File: src/rtl/game_tick_sync.sv
// Turns the slow divider's 2/4/8 Hz level outputs into single-cycle clk-domain enables,
// and runs the game-pacing FSM that decides when the snake moves and counts its moves.
module game_tick_sync #(
    parameter int STEP_W   = 16,
    parameter int SYNC_LEN = 2
) (
    input  logic              clk,
    input  logic              rst,
    input  logic              clk_2Hz,
    input  logic              clk_4Hz,
    input  logic              clk_8Hz,
    input  logic [1:0]        speed_sel,
    input  logic              start,
    input  logic              pause,
    input  logic              game_over,
    output logic              move_tick,
    output logic              blink_tick,
    output logic [1:0]        state,
    output logic [STEP_W-1:0] step_cnt,
    output logic              step_wrap
);

    // start/pause/game_over are one-cycle pulses acted on at the clk edge that samples them;
    // move_tick/blink_tick/step_wrap are one-cycle enables, never clocks.
    typedef enum logic [1:0] {
        S_IDLE   = 2'd0,
        S_RUN    = 2'd1,
        S_PAUSED = 2'd2,
        S_OVER   = 2'd3
    } state_t;

    state_t                     state_q;
    logic [2:0][SYNC_LEN-1:0]   sync_q;
    logic [2:0]                 prev_q;
    logic [2:0]                 rate_in;
    logic [2:0]                 sync_out;
    logic [2:0]                 rise;
    logic [1:0]                 active_sel;
    logic                       sel_rise;
    logic                       fire;

    always_comb begin
        rate_in = {clk_8Hz, clk_4Hz, clk_2Hz};
        for (int i = 0; i < 3; i++) begin
            sync_out[i] = sync_q[i][SYNC_LEN-1];
        end
        rise = sync_out & ~prev_q;
        // Code 3 is reserved and runs at the 8 Hz rate.
        case (active_sel)
            2'd0:    sel_rise = rise[0];
            2'd1:    sel_rise = rise[1];
            default: sel_rise = rise[2];
        endcase
        fire = (state_q == S_RUN) && sel_rise && !game_over && !pause;
    end

    always_ff @(posedge clk) begin
        if (rst) begin
            sync_q     <= '0;
            prev_q     <= '0;
            move_tick  <= 1'b0;
            blink_tick <= 1'b0;
            step_wrap  <= 1'b0;
            step_cnt   <= '0;
            active_sel <= 2'd0;
            state_q    <= S_IDLE;
        end else begin
            for (int i = 0; i < 3; i++) begin
                sync_q[i] <= {sync_q[i][SYNC_LEN-2:0], rate_in[i]};
            end
            prev_q     <= sync_out;
            move_tick  <= fire;
            blink_tick <= rise[0];
            step_wrap  <= 1'b0;
            if (move_tick) begin
                step_cnt  <= step_cnt + STEP_W'(1);
                step_wrap <= &step_cnt;
            end
            // Re-latching the rate only at a move keeps a speed change from splitting a period.
            if (fire) begin
                active_sel <= speed_sel;
            end
            case (state_q)
                S_IDLE: begin
                    if (start) begin
                        state_q    <= S_RUN;
                        step_cnt   <= '0;
                        active_sel <= speed_sel;
                    end
                end
                S_RUN: begin
                    if (game_over) begin
                        state_q <= S_OVER;
                    end else if (pause) begin
                        state_q <= S_PAUSED;
                    end
                end
                S_PAUSED: begin
                    if (game_over) begin
                        state_q <= S_OVER;
                    end else if (pause || start) begin
                        state_q    <= S_RUN;
                        active_sel <= speed_sel;
                    end
                end
                S_OVER: begin
                    if (start) begin
                        state_q    <= S_RUN;
                        step_cnt   <= '0;
                        active_sel <= speed_sel;
                    end
                end
                default: state_q <= S_IDLE;
            endcase
        end
    end

    assign state = state_q;

endmodule

File: config.mk
export PLATFORM = sky130hd
export DESIGN_NAME = game_tick_sync
export DESIGN_NICKNAME = d
export VERILOG_FILES = /design/src/rtl/game_tick_sync.sv
export SDC_FILE = /design/constraint.sdc
export NUM_CORES = 1
export LEC_CHECK = 0
export ABC_AREA = 1
export CORE_MARGIN = 5
export CORE_UTILIZATION = 57
export CTS_BUF_LIST = sky130_fd_sc_hd__clkbuf_4
export CTS_CLUSTER_SIZE = 25
export DETAILED_ROUTE_END_ITERATION = 6
export PLACE_DENSITY = 0.87
export RECOVER_POWER = 100
export SETUP_SLACK_MARGIN = 0.3
export SKIP_LAST_GASP = 1
export SLEW_MARGIN = 0
export SYNTH_ARGS = -nofsm -noshare
export SYNTH_HDL_FRONTEND = slang
export SYNTH_SLANG_ARGS = --single-unit
export TNS_END_PERCENT = 50
File: constraint.sdc
create_clock -name clk -period 3.9 [get_ports clk]
set_clock_uncertainty 0.15 [all_clocks]
set_input_delay 0.585 -clock clk [delete_from_list [all_inputs] [get_ports clk]]
set_output_delay 0.585 -clock clk [all_outputs]
set_load 0.05 [all_outputs]
==> results of run 1 <==
-- placed cells by master, fill, tap and decap left out, types with 2 or more instances in the layout --
master and n:
nand2_1 46, nor2_1 38, inv_1 35, dfxtp_1 32, dlygate4sd3_1 23, nand3_1 14
a21oi_1 11, o21ai_0 8, clkdlybuf4s50_1 7, nor3_1 6, clkbuf_4 5, xor2_1 4
ha_1 4, nand2_2 2, or2_0 2, nand4_1 2, clkinvlp_4 2
-- final cells by class --
class,count,share of cell area
multi-input cells,147,0.383
flip-flops and latches,32,0.338
repair buffers,30,0.158
inverters,35,0.0693
clock buffers,5,0.0198
well taps,30,0.0198
clock inverters,3,0.0125
-- state kept, by name, indices dropped and copies added (netlist names) --
| register | count |
|---|---|
| active_sel | 2 |
| blink_tick | 1 |
| step_cnt | 16 |
| sync_out | 3 |
| sync_q | 3 |
| move_tick | 1 |
| step_wrap | 1 |
| state | 2 |
| prev_q | 3 |
-- per-stage QoR --
step | util | hold WS [ns] | instances
5_1_grt | 0.752 | 0.283 | 282
6_report | 0.752 | 0.262 | 282
3_5_place_dp | 0.731 | 0.252 | 274
4_1_cts | 0.755 | 0.268 | 282
3_3_place_gp | 0.731 | 0.243 | 274
2_1_floorplan | - | 0.238 | 217
-- logic make-up (layout without fill, tap and decap cells) --
group | Yosys count | after routing | synth area share
xor+xnor | 5 | 5 | 0.0287
compound gates | 22 | 22 | 0.0764
flops | 32 | 32 | 0.420
fa+ha+maj | 4 | 4 | 0.0328
buf+inv | 38 | 73 | 0.0985
simple gates | 116 | 116 | 0.343
-- cells in the mapped netlist (4+ instances only) --
master	count
ha_1	4
inv_1	35
a21oi_1	11
nand3_1	14
o21ai_0	8
nor2_1	37
dfxtp_1	32
nor3_1	6
nand2_1	46
xor2_1	4
-- worst max-delay path by stage --
stage / startpoint / end / cells after the start
floorplan: state[0]$_SDFFE_PP0P_ / step_cnt[11]$_SDFF_PP0_ / 6
global placement: rst / step_cnt[6]$_SDFF_PP0_ / 5
detailed placement: rst / step_cnt[6]$_SDFF_PP0_ / 5
CTS: move_tick$_SDFF_PP0_ / move_tick / 1
global route: move_tick$_SDFF_PP0_ / move_tick / 1
finish: move_tick$_SDFF_PP0_ / move_tick / 1
-- per-layer routing --
metal,track usage,part of all wire,vias to the layer above
li1,-,-,740
met3,0.0558,0.061,7
met5,0,0,-
met2,0.283,0.44,35
met1,0.234,0.47,602
met4,0.109,0.025,0
-- power by group --
part           switching, W  internal [W]  leakage (nW)
combinational      0.000120     0.0000602         0.549
clock              0.000126     0.0000708        0.0274
sequential        0.0000125      0.000345         0.260
total              0.000258      0.000476         0.837
==> flow_summary.html, run 1 <==
<table>
<tr><th>Metric</th><th>Value</th></tr>
<tr><th colspan="2">Run status</th></tr>
<tr><td>Run status</td><td>complete, no violations</td></tr>
<tr><th colspan="2">Clocking</th></tr>
<tr><td>Cells resized by post-CTS repair</td><td>0</td></tr>
<tr><td>Number of setup buffers added after CTS</td><td>0</td></tr>
<tr><td>Num CTS Buffers</td><td>5</td></tr>
<tr><td>Number of buffers added to fix hold violations after cts</td><td>0</td></tr>
<tr><td>Root cell of the clock tree</td><td>clkbuf_4</td></tr>
<tr><td>Maximum buffer depth of the clock tree</td><td>2</td></tr>
<tr><td>Clock latency reported for the late side of the worst-skew pair</td><td>0.35 ns</td></tr>
<tr><td>CTS sink count</td><td>32</td></tr>
<tr><td>Clock transition at the registers of the reported paths</td><td>0.11 ns</td></tr>
<tr><td>CTS H-tree lvls</td><td>2</td></tr>
<tr><td>Clock tree from TritonCTS</td><td>yes</td></tr>
<tr><th colspan="2">Hold path</th></tr>
<tr><td>Destination of the worst hold path</td><td>sync_out[1]$_SDFF_PP0_</td></tr>
<tr><td>Type of the worst min-delay path</td><td>flop to flop</td></tr>
<tr><td>Number of cells traversed by the worst hold path</td><td>2</td></tr>
<tr><td>Worst Hold Launch</td><td>sync_q[2]$_SDFF_PP0_</td></tr>
<tr><th colspan="2">Worst setup path</th></tr>
<tr><td>Worst Setup Path Type</td><td>flop to output port</td></tr>
<tr><td>Startpoint Class</td><td>flop</td></tr>
<tr><td>Worst reg2reg path startpoint</td><td>step_cnt[0]$_SDFF_PP0_</td></tr>
<tr><td>Worst Path Arrival</td><td>1.93 ns</td></tr>
<tr><td>Required time at the worst-slack endpoint</td><td>3.16 ns</td></tr>
<tr><td>Worst r2r dst</td><td>step_cnt[12]$_SDFF_PP0_</td></tr>
<tr><td>Slowest stage cell on the critical path</td><td>dlygate4sd3_1</td></tr>
<tr><td>Setup slack, reg-to-reg</td><td>2.03 ns</td></tr>
<tr><td>Crit end category</td><td>output port</td></tr>
<tr><td>Critical path peak fanout</td><td>12</td></tr>
<tr><td>Kind of cell with the highest combined delay on the critical path</td><td>buffers and inverters</td></tr>
<tr><td>Slowest cell delay on critical path</td><td>0.95 ns</td></tr>
<tr><td>Count of buffer and inverter cells on the critical path</td><td>1</td></tr>
<tr><td>Cell breakdown of the critical path</td><td>dlygate4sd3_1</td></tr>
<tr><td>Depth of the worst register-to-register path</td><td>7</td></tr>
<tr><th colspan="2">Logic synthesis</th></tr>
<tr><td>Post-Synthesis Cell Area</td><td>0.00152 mm²</td></tr>
<tr><td>Top-area cell type share of the netlist area</td><td>0.420</td></tr>
<tr><td>Commonest register cell after synthesis</td><td>dfxtp_1</td></tr>
<tr><td>Average size of a mapped cell</td><td>7.02 µm²</td></tr>
<tr><td>Cells after Synth</td><td>217</td></tr>
<tr><td>Number of warnings issued by yosys</td><td>0</td></tr>
<tr><td>Yosys cell types</td><td>25</td></tr>
<tr><td>Synthesized flop and latch total</td><td>32</td></tr>
<tr><td>Number of enable-type register cells in the synthesized netlist</td><td>0</td></tr>
<tr><td>Post-Syn Nets</td><td>231</td></tr>
<tr><td>Biggest area consumer among synthesized cells</td><td>dfxtp_1</td></tr>
<tr><td>Share of synthesized area occupied by flip-flops and latches</td><td>0.420</td></tr>
<tr><td>Cells taking the most area after synthesis</td><td>dfxtp_1 (42%), nand2_1 (11%), nor2_1 (9.1%), inv_1 (8.6%), nand3_1 (4.6%)</td></tr>
<tr><td>Fraction of registers with async set or reset after synthesis</td><td>0</td></tr>
<tr><th colspan="2">Power</th></tr>
<tr><td>Peak ir drop on the vdd network</td><td>0.427 mV</td></tr>
<tr><td>Tot Pwr</td><td>0.000734 W</td></tr>
<tr><td>Ratio of total power to cell area</td><td>387 mW/mm²</td></tr>
<tr><td>Static leakage power</td><td>0.837 nW</td></tr>
<tr><th colspan="2">STA</th></tr>
<tr><td>Post-route fraction of the period consumed by the critical path</td><td>0.684</td></tr>
<tr><td>Minimum clock period</td><td>2.67 ns</td></tr>
<tr><td>Number of setup violations in the final report</td><td>0</td></tr>
<tr><td>Worst Slack Setup Final</td><td>1.23 ns</td></tr>
<tr><td>Post-Route Setup TNS</td><td>0 ns</td></tr>
<tr><td>Max-Slew Margin vs Limit</td><td>0.636</td></tr>
<tr><td>Max-slew violation count</td><td>0</td></tr>
<tr><td>Unrepaired setup endpoints after global routing</td><td>no</td></tr>
<tr><td>Worst-margin pin slew</td><td>0.545 ns</td></tr>
<tr><td>F_max</td><td>375 MHz</td></tr>
<tr><td>Hold Violations, Final</td><td>0</td></tr>
<tr><th colspan="2">Routing</th></tr>
<tr><td>Remaining antenna violation count</td><td>0</td></tr>
<tr><td>Total via count after detailed routing</td><td>1384</td></tr>
<tr><td>Final routed wirelength across all metal layers</td><td>2.95 mm</td></tr>
<tr><td>DR pass1 iterations</td><td>4</td></tr>
<tr><td>Via/cell ratio</td><td>4.91</td></tr>
<tr><td>Routed wire per std cell</td><td>10.5 µm</td></tr>
<tr><td>Residual DRC count</td><td>0</td></tr>
<tr><td>Iter 0 DRT Violations</td><td>85</td></tr>
<tr><th colspan="2">GRT</th></tr>
<tr><td>First-pass GRT wire length</td><td>5.14 mm</td></tr>
<tr><td>Vias in the first global route</td><td>1275</td></tr>
<tr><td>Antenna violations before repair</td><td>0</td></tr>
<tr><td>Pin count of the biggest net entering global routing</td><td>17</td></tr>
<tr><td>Global-route usage over all layers</td><td>0.186</td></tr>
<tr><td>Gr ovfl total</td><td>0</td></tr>
<tr><th colspan="2">Finish</th></tr>
<tr><td>Net count reported at finish</td><td>265</td></tr>
<tr><td>Number of diodes</td><td>0</td></tr>
<tr><td>Area occupied by multi-input gates</td><td>726 µm²</td></tr>
<tr><td>Register Area</td><td>641 µm²</td></tr>
<tr><td>Filler cell count</td><td>222</td></tr>
<tr><td>Share of post-route cells with drive strength above 1</td><td>0.0635</td></tr>
<tr><td>Relative area change from synthesis to final layout</td><td>24.5%</td></tr>
<tr><td>Non-Filler Cell Area, Final</td><td>0.00190 mm²</td></tr>
<tr><th colspan="2">Die</th></tr>
<tr><td>Core area</td><td>0.00252 mm²</td></tr>
<tr><td>Initial Utilization</td><td>0.604</td></tr>
<tr><td>Area enclosed by the die boundary</td><td>0.00381 mm²</td></tr>
<tr><td>DIE WIDTH</td><td>61.7 µm</td></tr>
<tr><td>Total I/O pin count</td><td>31</td></tr>
<tr><td>Rows</td><td>18</td></tr>
<tr><td>Die height</td><td>61.7 µm</td></tr>
<tr><th colspan="2">Placed design</th></tr>
<tr><td>Setup slack at placement</td><td>1.48 ns</td></tr>
<tr><td>Placed wire-length estimate</td><td>2.21 mm</td></tr>
<tr><td>Total cell area at the placement stage</td><td>0.00184 mm²</td></tr>
<tr><td>IO Port Bufs</td><td>30</td></tr>
<tr><td>Routability congestion estimate</td><td>0.869</td></tr>
<tr><th colspan="2">Job</th></tr>
<tr><td>Reported max-cap violation count</td><td>0</td></tr>
</table>
No activity file was read; power rests on OpenSTA's default activity.
==> inputs of run 2 (changes only) <==
Settings changed: CORE_UTILIZATION 57 to 47, PLACE_DENSITY 0.87 to 0.77.
Clock period 3.9 ns to 2.2 ns, I/O delays scaled along.
==> flow_summary.html, run 2 (synthesized netlist as in run 1, its figures left out) <==
<table>
<tr><th>Metric</th><th>Value</th></tr>
<tr><th colspan="2">Clocking</th></tr>
<tr><td>Clock transition at the registers of the reported paths</td><td>0.11 ns (about the same)</td></tr>
<tr><td>Maximum buffer depth of the clock tree</td><td>2 (unchanged)</td></tr>
<tr><td>CTS H-tree lvls</td><td>2 (unchanged)</td></tr>
<tr><td>CTS sink count</td><td>32 (unchanged)</td></tr>
<tr><td>Clock latency reported for the late side of the worst-skew pair</td><td>0.33 ns (was 0.35 ns)</td></tr>
<tr><td>Root cell of the clock tree</td><td>clkbuf_4 (unchanged)</td></tr>
<tr><td>Number of buffers added to fix hold violations after cts</td><td>0 (unchanged)</td></tr>
<tr><td>Clock tree from TritonCTS</td><td>yes (unchanged)</td></tr>
<tr><td>Num CTS Buffers</td><td>5 (unchanged)</td></tr>
<tr><th colspan="2">Placed design</th></tr>
<tr><td>Placed wire-length estimate</td><td>2.26 mm (was 2.21 mm)</td></tr>
<tr><td>Routability congestion estimate</td><td>0.795 (was 0.869)</td></tr>
<tr><td>IO Port Bufs</td><td>30 (unchanged)</td></tr>
<tr><th colspan="2">Worst setup path</th></tr>
<tr><td>Worst Setup Path Type</td><td>flop to output port (unchanged)</td></tr>
<tr><td>Count of buffer and inverter cells on the critical path</td><td>1 (unchanged)</td></tr>
<tr><td>Crit end category</td><td>output port (unchanged)</td></tr>
<tr><td>Cell breakdown of the critical path</td><td>dlygate4sd3_1 (unchanged)</td></tr>
<tr><td>Slowest stage cell on the critical path</td><td>dlygate4sd3_1 (unchanged)</td></tr>
<tr><td>Kind of cell with the highest combined delay on the critical path</td><td>buffers and inverters (unchanged)</td></tr>
<tr><td>Worst Path Arrival</td><td>1.60 ns (was 1.93 ns)</td></tr>
<tr><td>Startpoint Class</td><td>flop (unchanged)</td></tr>
<tr><td>Required time at the worst-slack endpoint</td><td>1.72 ns (was 3.16 ns)</td></tr>
<tr><td>Critical path peak fanout</td><td>5 (was 12)</td></tr>
<tr><td>Slowest cell delay on critical path</td><td>0.88 ns (was 0.95 ns)</td></tr>
<tr><th colspan="2">Routing</th></tr>
<tr><td>DR pass1 iterations</td><td>4 (unchanged)</td></tr>
<tr><td>Iter 0 DRT Violations</td><td>80 (was 85)</td></tr>
<tr><td>Final routed wirelength across all metal layers</td><td>3.02 mm (was 2.95 mm)</td></tr>
<tr><td>Total via count after detailed routing</td><td>1371 (was 1384)</td></tr>
<tr><td>Routed wire per std cell</td><td>10.1 µm (was 10.5 µm)</td></tr>
<tr><td>Via/cell ratio</td><td>4.59 (was 4.91)</td></tr>
<tr><td>Residual DRC count</td><td>0 (unchanged)</td></tr>
<tr><td>Remaining antenna violation count</td><td>0 (unchanged)</td></tr>
<tr><th colspan="2">Finish</th></tr>
<tr><td>Final Core Density</td><td>0.607 (was 0.752)</td></tr>
<tr><td>Most common cell after layout, fill and taps aside</td><td>nand2_1 (unchanged)</td></tr>
<tr><td>Top library cells by usage in the layout, fill and taps aside</td><td>nand2_1 (47), nor2_1 (38), inv_1 (35), dfxtp_1 (30), nand3_1 (14) (was nand2_1 (46), nor2_1 (38), inv_1 (35), dfxtp_1 (32), dlygate4sd3_1 (23))</td></tr>
<tr><td>Register name with the most flops</td><td>step_cnt (unchanged)</td></tr>
<tr><td>Relative area change from synthesis to final layout</td><td>22.6% (was 24.5%)</td></tr>
<tr><td>Flip-flop count of the largest register, all copies and words added</td><td>16 (unchanged)</td></tr>
<tr><td>Share of post-route cells with drive strength above 1</td><td>0.0667 (was 0.0635)</td></tr>
<tr><td>Number of diodes</td><td>0 (unchanged)</td></tr>
<tr><td>Net count reported at finish</td><td>268 (was 265)</td></tr>
<tr><th colspan="2">STA</th></tr>
<tr><td>Post-Route Setup TNS</td><td>0 ns (unchanged)</td></tr>
<tr><td>F_max</td><td>481 MHz</td></tr>
<tr><td>Minimum clock period</td><td>2.08 ns</td></tr>
<tr><td>Hold Violations, Final</td><td>0 (unchanged)</td></tr>
<tr><td>Number of setup violations in the final report</td><td>0 (unchanged)</td></tr>
<tr><td>Max-Slew Margin vs Limit</td><td>0.589 (was 0.636)</td></tr>
<tr><td>Max-slew violation count</td><td>0 (unchanged)</td></tr>
<tr><td>Post-route fraction of the period consumed by the critical path</td><td>0.944</td></tr>
<tr><td>Worst-margin pin slew</td><td>0.619 ns (was 0.545 ns)</td></tr>
<tr><td>Min Hold Slack</td><td>0.257 ns (was 0.262 ns)</td></tr>
<tr><td>Unrepaired setup endpoints after global routing</td><td>yes (was no)</td></tr>
<tr><th colspan="2">Die</th></tr>
<tr><td>Rows</td><td>20 (was 18)</td></tr>
<tr><td>Die height</td><td>66.9 µm (was 61.7 µm)</td></tr>
<tr><td>DIE WIDTH</td><td>66.9 µm (was 61.7 µm)</td></tr>
<tr><td>Initial Utilization</td><td>0.495 (was 0.604)</td></tr>
<tr><td>Area enclosed by the die boundary</td><td>0.00448 mm² (was 0.00381 mm²)</td></tr>
<tr><td>Total I/O pin count</td><td>31 (unchanged)</td></tr>
<tr><td>Core area</td><td>0.00308 mm² (was 0.00252 mm²)</td></tr>
<tr><th colspan="2">GRT</th></tr>
<tr><td>Global-route usage over all layers</td><td>0.154 (was 0.186)</td></tr>
<tr><td>First-pass GRT wire length</td><td>5.18 mm (was 5.14 mm)</td></tr>
<tr><td>Pin count of the biggest net entering global routing</td><td>13 (was 17)</td></tr>
<tr><td>Gr ovfl total</td><td>0 (unchanged)</td></tr>
<tr><td>Vias in the first global route</td><td>1216 (was 1275)</td></tr>
<tr><td>Antenna violations before repair</td><td>0 (unchanged)</td></tr>
<tr><th colspan="2">Hold path</th></tr>
<tr><td>Type of the worst min-delay path</td><td>flop to flop (unchanged)</td></tr>
<tr><th colspan="2">Job</th></tr>
<tr><td>Reported max-cap violation count</td><td>0 (unchanged)</td></tr>
<tr><th colspan="2">Power</th></tr>
<tr><td>Peak ir drop on the vdd network</td><td>0.440 mV (was 0.427 mV)</td></tr>
<tr><td>Ratio of total power to cell area</td><td>696 mW/mm² (was 387 mW/mm²)</td></tr>
<tr><td>Static leakage power</td><td>0.802 nW (was 0.837 nW)</td></tr>
<tr><td>Tot Pwr</td><td>0.00130 W (was 0.000734 W)</td></tr>
<tr><th colspan="2">Run status</th></tr>
<tr><td>Run status</td><td>complete, no violations (unchanged)</td></tr>
</table>
run 2: cell types whose count changed in the layout (fill, tap and decap cells not counted), sizes merged:
cell / previous run / this run
dlygate4sd3: 23 / 5
dlygate4sd2: 0 / 10
clkbuf: 5 / 13
clkdlybuf4s50: 7 / 9
buf: 0 / 1
run 2: final cells by class:
type,instances,area (µm²)
Timing Repair Buffer,33,265
Clock buffer,5,37.5
Multi-Input combinational cell,147,712
Inverter,35,131
Tap cell,44,55.1
Clock inverter,3,23.8
Sequential cell,32,643
Fill cell,313,1210
run 2: where the power goes:
part	switching, W	internal [W]	total [W]
Combinational	0.000216	0.000108	0.000325
Sequential	0.0000230	0.000613	0.000636
Clock	0.000215	0.000126	0.000340
Total	0.000454	0.000847	0.00130
run 2: path summary, 6_finish.rpt:
kind	from	end	slack, ns	cells past startpoint
worst min-delay path	sync_q[4]$_SDFF_PP0_	sync_out[2]$_SDFF_PP0_	0.26	2
worst min register to register	sync_q[4]$_SDFF_PP0_	sync_out[2]$_SDFF_PP0_	0.26	2
worst max-delay path	state[0]$_SDFFE_PP0P_	state[0]	0.12	1
worst max register to register	step_cnt[0]$_SDFF_PP0_	step_cnt[12]$_SDFF_PP0_	0.33	7
run 2: what timing repair did:
action	in CTS	in global routing
pin swaps	0	0
setup endpoints to repair	20	11
resized for setup	10	5
setup buffers	0	0
run 2: stage by stage:
| stage | cell area, µm² | instances | setup slack (ns) |
|---|---|---|---|
| floorplan | 1530 | 217 | 0.441 |
| global placement | 1880 | 291 | 0.426 |
| detailed placement | 1880 | 291 | 0.420 |
| CTS | 1930 | 299 | 0.135 |
| global route | 1870 | 299 | 0.0655 |
| finish | 1870 | 299 | 0.123 |
run 2: per-layer routing:
metal	vias to the layer above	global-route usage	routed length, µm
li1	742	-	-
met5	-	0	0
met1	600	0.196	1430
met3	7	0.0523	168
met4	0	0.0684	63
met2	22	0.234	1350
==> inputs of run 3 (changes only) <==
Settings changed: ABC_AREA 1 to not set, CORE_UTILIZATION 47 to 46, CTS_CLUSTER_SIZE 25 to 40.
==> flow_summary.html, run 3 <==
<table>
<tr><th>Metric</th><th>Value</th></tr>
<tr><th colspan="2">Run status</th></tr>
<tr><td>Run status</td><td>complete, no violations (unchanged)</td></tr>
<tr><th colspan="2">Clocking</th></tr>
<tr><td>Clock tree from TritonCTS</td><td>yes (unchanged)</td></tr>
<tr><td>CTS H-tree lvls</td><td>2 (unchanged)</td></tr>
<tr><td>Root cell of the clock tree</td><td>clkbuf_4 (unchanged)</td></tr>
<tr><td>Clock transition at the registers of the reported paths</td><td>0.10 ns (was 0.11 ns)</td></tr>
<tr><td>CTS sink count</td><td>32 (unchanged)</td></tr>
<tr><td>Number of setup buffers added after CTS</td><td>0 (unchanged)</td></tr>
<tr><td>Num CTS Buffers</td><td>5 (unchanged)</td></tr>
<tr><td>Maximum buffer depth of the clock tree</td><td>2 (unchanged)</td></tr>
<tr><td>Clock latency reported for the late side of the worst-skew pair</td><td>0.33 ns (about the same)</td></tr>
<tr><th colspan="2">Die</th></tr>
<tr><td>Die height</td><td>64.4 µm (was 66.9 µm)</td></tr>
<tr><td>Area enclosed by the die boundary</td><td>0.00415 mm² (was 0.00448 mm²)</td></tr>
<tr><td>Rows</td><td>19 (was 20)</td></tr>
<tr><td>Initial Utilization</td><td>0.486 (was 0.495)</td></tr>
<tr><td>Total I/O pin count</td><td>31 (unchanged)</td></tr>
<tr><td>Core area</td><td>0.00281 mm² (was 0.00308 mm²)</td></tr>
<tr><td>DIE WIDTH</td><td>64.4 µm (was 66.9 µm)</td></tr>
<tr><th colspan="2">Hold path</th></tr>
<tr><td>Worst Hold Launch</td><td>prev_q[0]$_SDFF_PP0_ (was sync_q[4]$_SDFF_PP0_)</td></tr>
<tr><td>Type of the worst min-delay path</td><td>flop to flop (unchanged)</td></tr>
<tr><th colspan="2">GRT</th></tr>
<tr><td>Gr ovfl total</td><td>0 (unchanged)</td></tr>
<tr><td>Global-route usage over all layers</td><td>0.156 (was 0.154)</td></tr>
<tr><td>Vias in the first global route</td><td>1092 (was 1216)</td></tr>
<tr><td>First-pass GRT wire length</td><td>4.98 mm (was 5.18 mm)</td></tr>
<tr><td>Pin count of the biggest net entering global routing</td><td>18 (was 13)</td></tr>
<tr><td>Antenna violations before repair</td><td>0 (unchanged)</td></tr>
<tr><th colspan="2">Worst setup path</th></tr>
<tr><td>Destination of the critical timing path</td><td>step_cnt[1] (was state[0])</td></tr>
<tr><td>CP Depth</td><td>1 (unchanged)</td></tr>
<tr><td>Crit end category</td><td>output port (unchanged)</td></tr>
<tr><td>Required time at the worst-slack endpoint</td><td>1.72 ns (about the same)</td></tr>
<tr><td>Slowest cell delay on critical path</td><td>0.88 ns (about the same)</td></tr>
<tr><td>Slowest stage cell on the critical path</td><td>dlygate4sd3_1 (unchanged)</td></tr>
<tr><td>Count of buffer and inverter cells on the critical path</td><td>1 (unchanged)</td></tr>
<tr><td>Kind of cell with the highest combined delay on the critical path</td><td>buffers and inverters (unchanged)</td></tr>
<tr><td>Cell breakdown of the critical path</td><td>dlygate4sd3_1 (unchanged)</td></tr>
<tr><td>Critical path peak fanout</td><td>4 (was 5)</td></tr>
<tr><td>Worst setup path start</td><td>step_cnt[1]$_SDFF_PP0_ (was state[0]$_SDFFE_PP0P_)</td></tr>
<tr><td>Worst reg2reg path startpoint</td><td>state[0]$_SDFFE_PP0P_ (was step_cnt[0]$_SDFF_PP0_)</td></tr>
<tr><td>Setup slack, reg-to-reg</td><td>0.26 ns (was 0.33 ns)</td></tr>
<tr><td>Worst r2r dst</td><td>active_sel[0]$_SDFF_PP0_ (was step_cnt[12]$_SDFF_PP0_)</td></tr>
<tr><td>Worst Setup Path Type</td><td>flop to output port (unchanged)</td></tr>
<tr><td>Startpoint Class</td><td>flop (unchanged)</td></tr>
<tr><td>Worst Path Arrival</td><td>1.57 ns (was 1.60 ns)</td></tr>
<tr><td>Depth of the worst register-to-register path</td><td>6 (was 7)</td></tr>
<tr><th colspan="2">STA</th></tr>
<tr><td>Number of setup violations in the final report</td><td>0 (unchanged)</td></tr>
<tr><td>Minimum clock period</td><td>2.05 ns (was 2.08 ns)</td></tr>
<tr><td>Post-route fraction of the period consumed by the critical path</td><td>0.932 (was 0.944)</td></tr>
<tr><td>Worst-margin pin slew</td><td>0.733 ns (was 0.619 ns)</td></tr>
<tr><td>Max-Slew Margin vs Limit</td><td>0.511 (was 0.589)</td></tr>
<tr><td>F_max</td><td>487 MHz (was 481 MHz)</td></tr>
<tr><td>Hold Violations, Final</td><td>0 (unchanged)</td></tr>
<tr><td>Unrepaired setup endpoints after global routing</td><td>yes (unchanged)</td></tr>
<tr><td>Post-Route Setup TNS</td><td>0 ns (unchanged)</td></tr>
<tr><td>Max-slew violation count</td><td>0 (unchanged)</td></tr>
<tr><th colspan="2">Finish</th></tr>
<tr><td>Register name with the most flops</td><td>step_cnt (unchanged)</td></tr>
<tr><td>Share of post-route cells with drive strength above 1</td><td>0.0718 (was 0.0667)</td></tr>
<tr><td>Relative area change from synthesis to final layout</td><td>25.4% (was 22.6%)</td></tr>
<tr><td>Top library cells by usage in the layout, fill and taps aside</td><td>dfxtp_1 (28), nor2b_1 (14), nor2_1 (14), dlygate4sd2_1 (10), nand2_1 (9) (was nand2_1 (47), nor2_1 (38), inv_1 (35), dfxtp_1 (30), nand3_1 (14))</td></tr>
<tr><td>Net count reported at finish</td><td>194 (was 268)</td></tr>
<tr><td>Flip-flop count of the largest register, all copies and words added</td><td>16 (unchanged)</td></tr>
<tr><td>Register Area</td><td>648 µm² (was 643 µm²)</td></tr>
<tr><td>Most common cell after layout, fill and taps aside</td><td>dfxtp_1 (was nand2_1)</td></tr>
<tr><td>Number of diodes</td><td>0 (unchanged)</td></tr>
<tr><td>Filler cell count</td><td>256 (was 313)</td></tr>
<tr><td>Area occupied by multi-input gates</td><td>659 µm² (was 712 µm²)</td></tr>
<tr><th colspan="2">Power</th></tr>
<tr><td>Ratio of total power to cell area</td><td>803 mW/mm² (was 696 mW/mm²)</td></tr>
<tr><td>Peak ir drop on the vdd network</td><td>0.461 mV (was 0.440 mV)</td></tr>
<tr><td>Tot Pwr</td><td>0.00137 W (was 0.00130 W)</td></tr>
<tr><td>Static leakage power</td><td>0.686 nW (was 0.802 nW)</td></tr>
<tr><th colspan="2">Logic synthesis</th></tr>
<tr><td>Most repeated cell in the gate-level netlist after synthesis</td><td>dfxtp_1 (was nand2_1)</td></tr>
<tr><td>Biggest area consumer among synthesized cells</td><td>dfxtp_1 (unchanged)</td></tr>
<tr><td>Commonest cells in the netlist</td><td>dfxtp_1 (32), nor2_1 (14), nor2b_1 (14), nand2_1 (9), xor2_1 (8) (was nand2_1 (46), nor2_1 (37), inv_1 (35), dfxtp_1 (32), nand3_1 (14))</td></tr>
<tr><td>Number of warnings issued by yosys</td><td>0 (unchanged)</td></tr>
<tr><td>Commonest register cell after synthesis</td><td>dfxtp_1 (unchanged)</td></tr>
<tr><td>Post-Syn Nets</td><td>157 (was 231)</td></tr>
<tr><td>Share of synthesized area occupied by flip-flops and latches</td><td>0.470 (was 0.420)</td></tr>
<tr><td>Number of enable-type register cells in the synthesized netlist</td><td>0 (unchanged)</td></tr>
<tr><td>Average size of a mapped cell</td><td>9.53 µm² (was 7.02 µm²)</td></tr>
<tr><td>Cells taking the most area after synthesis</td><td>dfxtp_1 (47%), nor2b_1 (6.4%), xor2_1 (5.1%), nor2_1 (3.9%), ha_1 (3.7%) (was dfxtp_1 (42%), nand2_1 (11%), nor2_1 (9.1%), inv_1 (8.6%), nand3_1 (4.6%))</td></tr>
<tr><td>Cells after Synth</td><td>143 (was 217)</td></tr>
<tr><td>Yosys cell types</td><td>34 (was 25)</td></tr>
<tr><td>Synthesized flop and latch total</td><td>32 (unchanged)</td></tr>
<tr><td>Post-Synthesis Cell Area</td><td>0.00136 mm² (was 0.00152 mm²)</td></tr>
<tr><td>Fraction of registers with async set or reset after synthesis</td><td>0 (unchanged)</td></tr>
<tr><td>Top-area cell type share of the netlist area</td><td>0.470 (was 0.420)</td></tr>
<tr><th colspan="2">Placed design</th></tr>
<tr><td>IO Port Bufs</td><td>30 (unchanged)</td></tr>
<tr><td>Routability congestion estimate</td><td>0.885 (was 0.795)</td></tr>
<tr><td>Placed wire-length estimate</td><td>2.08 mm (was 2.26 mm)</td></tr>
<tr><th colspan="2">Routing</th></tr>
<tr><td>Iter 0 DRT Violations</td><td>60 (was 80)</td></tr>
<tr><td>DR pass1 iterations</td><td>4 (unchanged)</td></tr>
<tr><td>Total via count after detailed routing</td><td>1136 (was 1371)</td></tr>
<tr><td>Residual DRC count</td><td>0 (unchanged)</td></tr>
<tr><td>Routed wire per std cell</td><td>13.6 µm (was 10.1 µm)</td></tr>
<tr><td>Final routed wirelength across all metal layers</td><td>2.89 mm (was 3.02 mm)</td></tr>
<tr><td>Remaining antenna violation count</td><td>0 (unchanged)</td></tr>
<tr><td>Via/cell ratio</td><td>5.36 (was 4.59)</td></tr>
<tr><th colspan="2">Job</th></tr>
<tr><td>Reported max-cap violation count</td><td>0 (unchanged)</td></tr>
</table>
[run 3: worst min path at each step]
stage | to | depth (start not counted) | slack, ns
floorplan | blink_tick$_SDFF_PP0_ | 1 | 0.24
global placement | blink_tick$_SDFF_PP0_ | 1 | 0.25
detailed placement | blink_tick$_SDFF_PP0_ | 1 | 0.26
CTS | blink_tick$_SDFF_PP0_ | 1 | 0.27
global route | blink_tick$_SDFF_PP0_ | 1 | 0.29
finish | blink_tick$_SDFF_PP0_ | 1 | 0.26
[run 3: cell type report]
type / count / area share
clock buffer: 5 / 0.0220
timing repair buffer: 33 / 0.155
inverter: 6 / 0.0132
tap: 31 / 0.0227
clock inverter: 3 / 0.0220
sequential: 32 / 0.379
multi-input combinational: 102 / 0.386
[run 3: metal layers]
layer / vias to the layer above / global-route usage / part of all wire
met5: - / 0 / 0
met3: 2 / 0.0691 / 0.049
met4: 0 / 0.0554 / 0.0062
li1: 578 / - / -
met1: 527 / 0.183 / 0.44
met2: 29 / 0.255 / 0.51
[run 3: what timing repair did]
item / in CTS / in global routing
hold buffers: 0 / 0
resized for setup: 10 / 6
endpoints found under the hold margin: 0 / 0
setup endpoints to repair: 21 / 13
[run 3: cell families (layout without fill, tap and decap cells)]
| family | Yosys count | in the layout | share of synthesized area |
|---|---|---|---|
| xor gates and xnor gates | 10 | 10 | 0.0643 |
| adders and majority gates | 4 | 4 | 0.0367 |
| muxes | 1 | 1 | 0.00735 |
| buffers and inverters | 9 | 47 | 0.0276 |
| AOI/OAI and AO/OA | 22 | 22 | 0.111 |
| DFF | 32 | 32 | 0.470 |
| and+or+nand+nor | 65 | 65 | 0.283 |
[run 3: where the power goes]
group	total (W)	internal (W)	switching, W	leakage (nW)
clock	0.000430	0.000232	0.000199	0.0403
combinational	0.000305	0.000116	0.000189	0.384
sequential	0.000637	0.000613	0.0000245	0.262
total	0.00137	0.000961	0.000412	0.686
[run 3: metrics by stage]
step                      setup WS, ns  area (µm²)  hold WS (ns)  cells  utilization
after floorplan                  0.302        1390         0.243    143            -
after CTS                        0.178        1800         0.266    212        0.640
after detailed placement         0.116        1730         0.258    204        0.618
after global routing            0.0733        1710         0.287    212        0.609
final                            0.149        1710         0.264    212        0.609
after global placement           0.169        1730         0.253    204        0.618
